File: src/rtl/seg7_sequence_decoder.sv
// Seconds-digit display receiver: samples active-low segments a..g, debounces, decodes to BCD and checks the digit sequence.
// Build option: define SEG7_HEX_DECODE_EN to decode the A..F patterns as digits 10..15 instead of treating them as illegal.
//
// state    | meaning
// ---------+---------------------------------------------------------------
// S_EMPTY  | no reference digit (after reset or an accepted blank)
// S_LOCKED | reference digit held; the next accepted digit is sequence-checked
// S_ERROR  | last accepted pattern was illegal; the next digit is not checked

module seg7_sequence_decoder #(
  parameter int unsigned STABLE_CYCLES = 2,
  parameter int unsigned MAX_DIGIT     = 5
) (
  input  logic       clock,
  input  logic       RESET,
  input  logic       a,
  input  logic       b,
  input  logic       c,
  input  logic       d,
  input  logic       e,
  input  logic       f,
  input  logic       g,
  output logic [3:0] digit,
  output logic       digit_valid,
  output logic       blank,
  output logic       illegal,
  output logic       wrap_pulse,
  output logic       seq_error,
  output logic [7:0] wrap_count
);

  localparam logic [3:0] CNT_MAX   = 4'(STABLE_CYCLES);
  localparam logic [3:0] MAX_VAL   = 4'(MAX_DIGIT);
  localparam logic [6:0] PAT_BLANK = 7'b1111111;

  typedef enum logic [1:0] {
    S_EMPTY  = 2'd0,
    S_LOCKED = 2'd1,
    S_ERROR  = 2'd2
  } state_t;

  typedef struct packed {
    logic       legal;
    logic       is_blank;
    logic [3:0] value;
  } dec_t;

  function automatic dec_t decode(input logic [6:0] pat);
    dec_t r;
    r = '{legal: 1'b1, is_blank: 1'b0, value: 4'd0};
    case (pat)
      7'b0000001: r.value = 4'd0;
      7'b1001111: r.value = 4'd1;
      7'b0010010: r.value = 4'd2;
      7'b0000110: r.value = 4'd3;
      7'b1001100: r.value = 4'd4;
      7'b0100100: r.value = 4'd5;
      7'b0100000: r.value = 4'd6;
      7'b0001111: r.value = 4'd7;
      7'b0000000: r.value = 4'd8;
      7'b0000100: r.value = 4'd9;
`ifdef SEG7_HEX_DECODE_EN
      7'b0001000: r.value = 4'd10;
      7'b1100000: r.value = 4'd11;
      7'b0110001: r.value = 4'd12;
      7'b1000010: r.value = 4'd13;
      7'b0110000: r.value = 4'd14;
      7'b0111000: r.value = 4'd15;
`endif
      PAT_BLANK: begin
        r.legal    = 1'b0;
        r.is_blank = 1'b1;
      end
      default:   r.legal = 1'b0;
    endcase
    return r;
  endfunction

  state_t     state_q, state_d;
  logic [6:0] samp_q, samp_d;
  logic [3:0] cnt_q, cnt_d;
  logic [6:0] last_q, last_d;
  logic [3:0] ref_q, ref_d;
  logic [3:0] digit_q, digit_d;
  logic       digit_valid_q, digit_valid_d;
  logic       blank_q, blank_d;
  logic       illegal_q, illegal_d;
  logic       wrap_pulse_q, wrap_pulse_d;
  logic       seq_error_q, seq_error_d;
  logic [7:0] wrap_count_q, wrap_count_d;

  logic       accept;
  dec_t       dec;
  logic [4:0] ref_inc;

  always_ff @(posedge clock or posedge RESET) begin
    if (RESET) begin
      state_q       <= S_EMPTY;
      samp_q        <= PAT_BLANK;
      cnt_q         <= 4'd0;
      last_q        <= PAT_BLANK;
      ref_q         <= 4'd0;
      digit_q       <= 4'd0;
      digit_valid_q <= 1'b0;
      blank_q       <= 1'b1;
      illegal_q     <= 1'b0;
      wrap_pulse_q  <= 1'b0;
      seq_error_q   <= 1'b0;
      wrap_count_q  <= 8'd0;
    end else begin
      state_q       <= state_d;
      samp_q        <= samp_d;
      cnt_q         <= cnt_d;
      last_q        <= last_d;
      ref_q         <= ref_d;
      digit_q       <= digit_d;
      digit_valid_q <= digit_valid_d;
      blank_q       <= blank_d;
      illegal_q     <= illegal_d;
      wrap_pulse_q  <= wrap_pulse_d;
      seq_error_q   <= seq_error_d;
      wrap_count_q  <= wrap_count_d;
    end
  end

  // The counter holds the number of edges the current sample has survived unchanged,
  // so it reaches STABLE_CYCLES on the (STABLE_CYCLES+1)th edge after an input change.
  always_comb begin
    samp_d = {a, b, c, d, e, f, g};
    if (samp_d != samp_q) begin
      cnt_d = 4'd0;
    end else if (cnt_q == CNT_MAX) begin
      cnt_d = cnt_q;
    end else begin
      cnt_d = cnt_q + 4'd1;
    end
    accept  = (cnt_d == CNT_MAX) && (samp_q != last_q);
    dec     = decode(samp_q);
    ref_inc = {1'b0, ref_q} + 5'd1;
  end

  always_comb begin
    state_d       = state_q;
    last_d        = last_q;
    ref_d         = ref_q;
    digit_d       = digit_q;
    digit_valid_d = 1'b0;
    blank_d       = blank_q;
    illegal_d     = 1'b0;
    wrap_pulse_d  = 1'b0;
    seq_error_d   = 1'b0;
    wrap_count_d  = wrap_count_q;

    if (accept) begin
      last_d = samp_q;
      if (dec.is_blank) begin
        blank_d = 1'b1;
        state_d = S_EMPTY;
      end else if (!dec.legal) begin
        illegal_d = 1'b1;
        state_d   = S_ERROR;
      end else begin
        digit_d       = dec.value;
        digit_valid_d = 1'b1;
        blank_d       = 1'b0;
        ref_d         = dec.value;
        state_d       = S_LOCKED;
        case (state_q)
          S_LOCKED: begin
            if (({1'b0, dec.value} == ref_inc) && (dec.value <= MAX_VAL)) begin
              seq_error_d = 1'b0;
            end else if ((ref_q == MAX_VAL) && (dec.value == 4'd0)) begin
              wrap_pulse_d = 1'b1;
              wrap_count_d = wrap_count_q + 8'd1;
            end else if (dec.value == 4'd0) begin
              // upstream counter was reset: restart silently
              seq_error_d = 1'b0;
            end else begin
              seq_error_d = 1'b1;
            end
          end
          default: seq_error_d = 1'b0;
        endcase
      end
    end
  end

  assign digit       = digit_q;
  assign digit_valid = digit_valid_q;
  assign blank       = blank_q;
  assign illegal     = illegal_q;
  assign wrap_pulse  = wrap_pulse_q;
  assign seq_error   = seq_error_q;
  assign wrap_count  = wrap_count_q;

endmodule

File: config.mk
export PLATFORM = sky130hd
export DESIGN_NAME = seg7_sequence_decoder
export DESIGN_NICKNAME = d
export VERILOG_FILES = /design/src/rtl/seg7_sequence_decoder.sv
export SDC_FILE = /design/constraint.sdc
export NUM_CORES = 1
export LEC_CHECK = 0
export BUFFER_PORTS_ARGS = -buffer_cell sky130_fd_sc_hd__buf_2
export CAP_MARGIN = 20
export CORE_MARGIN = 4
export CORE_UTILIZATION = 55
export CTS_CLUSTER_DIAMETER = 150
export DETAILED_ROUTE_END_ITERATION = 6
export GPL_TIMING_DRIVEN = 0
export PLACE_DENSITY = 0.76
export SYNTH_ARGS = -nofsm -noshare
export SYNTH_HDL_FRONTEND = slang
export SYNTH_SLANG_ARGS = --single-unit
File: constraint.sdc
create_clock -name clock -period 5.4 [get_ports clock]
set_input_delay 1.08 -clock clock [delete_from_list [all_inputs] [get_ports clock]]
set_output_delay 1.08 -clock clock [all_outputs]
set_load 0.02 [all_outputs]
Word level (Yosys, flattened, before mapping)

Cells that the tools add are included.

Eq/ne operators: 17
Magnitude comparators: 1
Muxes and demuxes: 28
Bitwise gates (word level): 2
Add/subtract/negate cells: 3
Reductions and logical operators: 10

Operators with widths:

| kind                | count |
|---|---|
| $pmux 4 s9          | 1 |
| $mux 1              | 23 |
| $eq 7x7->1 const B  | 3 |
| $eq 7x3->1 const B  | 2 |
| $eq 7x6->1 const B  | 2 |
| $ne 7x7->1          | 2 |
| $reduce_or 10->1    | 1 |
| $add 8x1->8 const B | 1 |
| $eq 4x2->1 const B  | 2 |
| $mux 4              | 2 |
| $eq 7x1->1 const B  | 1 |
| $eq 7x4->1 const B  | 1 |
| $eq 7x5->1 const B  | 1 |
| $logic_not 7->1     | 1 |
| $reduce_and 6->1    | 1 |
| $add 4x1->5 const B | 1 |
| $eq 4x5->1          | 1 |
| $add 4x1->4 const B | 1 |
| $eq 4x3->1 const B  | 1 |
| $le 4x3->1 const B  | 1 |
| $logic_not 4->1     | 1 |
| $mux 2              | 2 |
| $logic_and 1x1->1   | 3 |
| $reduce_and 3->1    | 1 |
| 4 further kinds     | 5 |

Word-level logic and storage cells: 72
Register bits: 37
Output and inout bits: 17

Logic depth before layout (Yosys ltp)

Word-level depth: 10
Mapped depth: 10

Least setup slack after synthesis

No wires, ideal clock.

Kind: in2reg
From: input d
To: register wrap_count_q[1] (netlist: wrap_count[1])
Setup slack: 2.579 ns
Setup time: 0.125 ns
Arrival time: 2.696 ns
Path buffers: 0
Stages on the path: 6
Cell sequence: xor2_1 > nor4_2 > nor3b_4 > o211ai_4 > a2111oi_4 > mux2_4

Longest elaborated chain between the ends: 5

Ends and longest elaborated chain:

| what                              | RTL line | RTL |
|---|---|---|
| start, declared                   | 19       | `input logic d,` |
| $ne 7x7->1                        | 130      | `if (samp_d != samp_q) begin` |
| $mux 4                            | 130      |  |
| via cnt_d[1]                      | 81       | `logic [3:0] cnt_q, cnt_d;` |
| $eq 4x2->1                        | 137      | `accept = (cnt_d == CNT_MAX) && (samp_q != last_q);` |
| $logic_and 1x1->1                 | 137      |  |
| $reduce_and 6->1 (no source line) | n/a      |  |
| end signal, assigned              | 122      | `wrap_count_q <= wrap_count_d;` |
| end, declared                     | 90       | `logic [7:0] wrap_count_q, wrap_count_d;` |

The timed path passes the listed nets, and every way through them passes these cells.
A chain may end at the register's enable or synchronous reset.

Final worst setup path

Ends and elaborated chain as after synthesis.

==> reports/qor.txt <==
Outcome -> finished, final reports clean
CP top delay family -> simple AND/OR/NAND/NOR gates
Clock tree from TritonCTS -> built
Mux contribution to synthesized area -> 3.233%
Biggest area consumer among synthesized cells -> dfrtp_1
Wirelength, routed -> 4.116 mm
Simple-Gate Fraction of Synth Area -> 24.22%
Hpwl dp -> 3.101 mm
Initial Util -> 58.49%
Worst reg2reg endpoint -> wrap_count[1]
Post-Synth Adder-Cell Area -> 2.836%
Avg Inst Size Synth -> 10.61 um2
Post-synth EDFFs -> 0
Total track usage -> 17.54%
CP Launch Type -> primary input
Global route overflow -> 0
CP max stage cell -> a2111oi_4
Synth Area in Compound Gates -> 13.16%
Register area share after synthesis -> 42.82%
WL per Instance -> 14.19 um
Post-Route Utilization -> 66.52%
Filler Cells Inserted -> 307
Die width -> 71.33 um
CP arrival -> 3.07 ns
Register clock-pin slew on the reported worst setup and hold paths -> 0.07 ns
Clk sinks -> 37
Hold path cells -> 1
Final setup vio count -> 0
Maximum vdd ir drop -> 147.8 uV
Largest family of logic cells by synthesized area -> simple AND/OR/NAND/NOR gates
First DRT Iteration DRCs -> 66
CP cell instances -> buf_2 > xor2_1 > nor4_2 > nor3b_4 > o211ai_4 > a2111oi_4 > mux2_4
Worst hold path class -> register to register
#FFs+latches synth -> 37
Largest cells by area after synthesis -> dfrtp_1, dfstp_2, xor2_1
IO Port Bufs -> 25
Period minus WS final -> 2.891 ns
FFs w/ async S/R, synth -> 100.0%
# hold bufs at CTS -> 0
Layout area overhead -> 13.73%
Root buf cell -> clkbuf_8
Pwr/cell area -> 209.5 mW/mm2
Slew Viols, Final -> 0
Slew margin rel. -> 53.57%
R2r setup slk -> 2.87 ns
Number of top-level pins -> 26
Antenna Nets Post-Route -> 0
Crit Reg-Reg Startpoint -> samp_q[1]
Global placer's final weighted congestion -> 0.8042
WP data required -> 5.58 ns
R2R cell count -> 7
Hold Fails Final Rpt -> 0
Die H -> 71.33 um
Setup crit end kind -> register
Worst skew pair latency -> 0.29 ns
Yosys warnings -> 0
Nets -> 255
DRC viols -> 0
Critical Path Fanout Max -> 10
Post_cts resized -> 0
Post-CTS setup buffer count -> 0
Hold Path Sink -> wrap_count[7]
Initial antenna violation count -> 0
Post-synth cell types -> 56
Synth top area share -> 24.96%
Cells after Synth -> 208
H-tree level count -> 2
Fin crit share -> 53.54%
CTS max path bufs -> 2
Synth Area in XOR/XNOR -> 9.132%
Max Cap Violations -> 0
Layout cells sized above 1 -> 30.99%
DR vias -> 1609
Largest net degree at the start of global routing -> 23
Buf+Inv Stages, Crit Path -> 1
Crit-path max cell delay -> 0.44 ns
First-pass GRT wire length -> 7.134 mm
Total Neg Setup Slack -> 0 ns
DRT Pass-1 Iters -> 4
Rows -> 22
Leak -> 0.001192 uW
Clock Skew -> 0.006644 ns
Worst slew pin tran -> 0.6957 ns
HP Start -> wrap_count[7]
Die area -> 0.005088 mm2
Mapped Area -> 0.002206 mm2
Kind of critical path -> primary input to register
RSZ-0062 raised after global routing -> false
Num CTS Buffers -> 5
Vias in the first global route -> 1550
Vias/cell -> 5.548
Setup WS post-layout -> 2.509 ns
N_diodes -> 0
Core ar. -> 0.003771 mm2
Synth Flop Type -> dfrtp_1
DP Worst Slack -> 2.190 ns
Fmax -> 345.9 MHz
Post-Syn Nets -> 222
[synthesized netlist by cell type (3+ instances only)]
cell type and n:
nand2_1 34, dfrtp_1 22, xor2_1 16, dfstp_2 15, nor2_1 9, nor3_1 7, xnor2_1 7, a2111oi_2 6
ha_1 5, inv_1 5, nand4_1 5, a21oi_1 4, buf_6 4, nand3_1 4, buf_2 3, nand2b_1 3
nand3b_1 3, nor4_1 3, o21ai_1 3
[metal layers]
layer	part of all wire, %	GRT usage, %
met1	46	22.45
met2	49	28.57
met3	4.4	4.769
met4	1.5	6.054
met5	0	0
[logic make-up after synthesis]
kind of cell,after synthesis
buf+inv,16
flops,37
xor+xnor,23
fa+ha+maj,5
mux,6
compound gates,28
simple gates,93
[per-stage QoR]
step           total power (uW)  instance area (um2)  hold slack (ns)  std cells
2_1_floorplan             321.2                 2206           0.4455        208
3_3_place_gp              331.7                 2391           0.4513        281
3_5_place_dp              335.0                 2419           0.4580        282
4_1_cts                   533.5                 2509           0.4695        290
5_1_grt                   551.7                 2509           0.4773        290
6_report                  525.7                 2509           0.4618        290
[cell usage in the layout, fill, tap and decap left out, types with 3 or more instances in the layout]
cell type and n:
a2111oi_2 6, a21oi_1 4, buf_2 28, buf_6 4
clkbuf_1 3, clkbuf_8 6, dfrtp_1 22, dfstp_2 15
ha_1 5, inv_1 5, nand2_1 34, nand2b_1 3
nand3_1 4, nand3b_1 3, nand4_1 5, nor2_1 9
nor3_1 7, nor4_1 3, o21ai_1 3, xnor2_1 7
xor2_1 16
[state kept, by name, indices dropped and copies added, names as in the netlist]
signal,count
illegal,1
blank,1
state_q,2
seq_error,1
digit,4
wrap_count,8
samp_q,7
wrap_pulse,1
cnt_q,4
digit_valid,1
last_q,7
[worst max path at each step]
stage | cells past startpoint | to | slack (ns) | from
5_1_grt | 7 | wrap_count[1] | 2.41 | d
3_5_place_dp | 7 | wrap_count[1] | 2.19 | d
4_1_cts | 7 | wrap_count[1] | 2.51 | d
2_1_floorplan | 6 | wrap_count[1] | 2.58 | d
3_3_place_gp | 7 | wrap_count[1] | 2.22 | d
6_report | 7 | wrap_count[1] | 2.51 | d
[layout make-up]
cell class	instances	area (um2)	area share, %
multi-input cells	155	1160	46.23
repair buffers	26	152.6	6.085
clock buffers	8	90.09	3.591
plain buffers	10	78.83	3.142
well taps	48	60.06	2.394
flip-flops and latches	37	944.7	37.66
inverters	6	22.52	0.8978
[power breakdown]
part / internal (uW) / switching, uW / leakage [uW]
combinational: 18.2 / 25.5 / 0.000698
clock: 104 / 92.1 / 0.0000455
sequential: 282 / 3.33 / 0.000448
(Power assumes the default switching activity.)
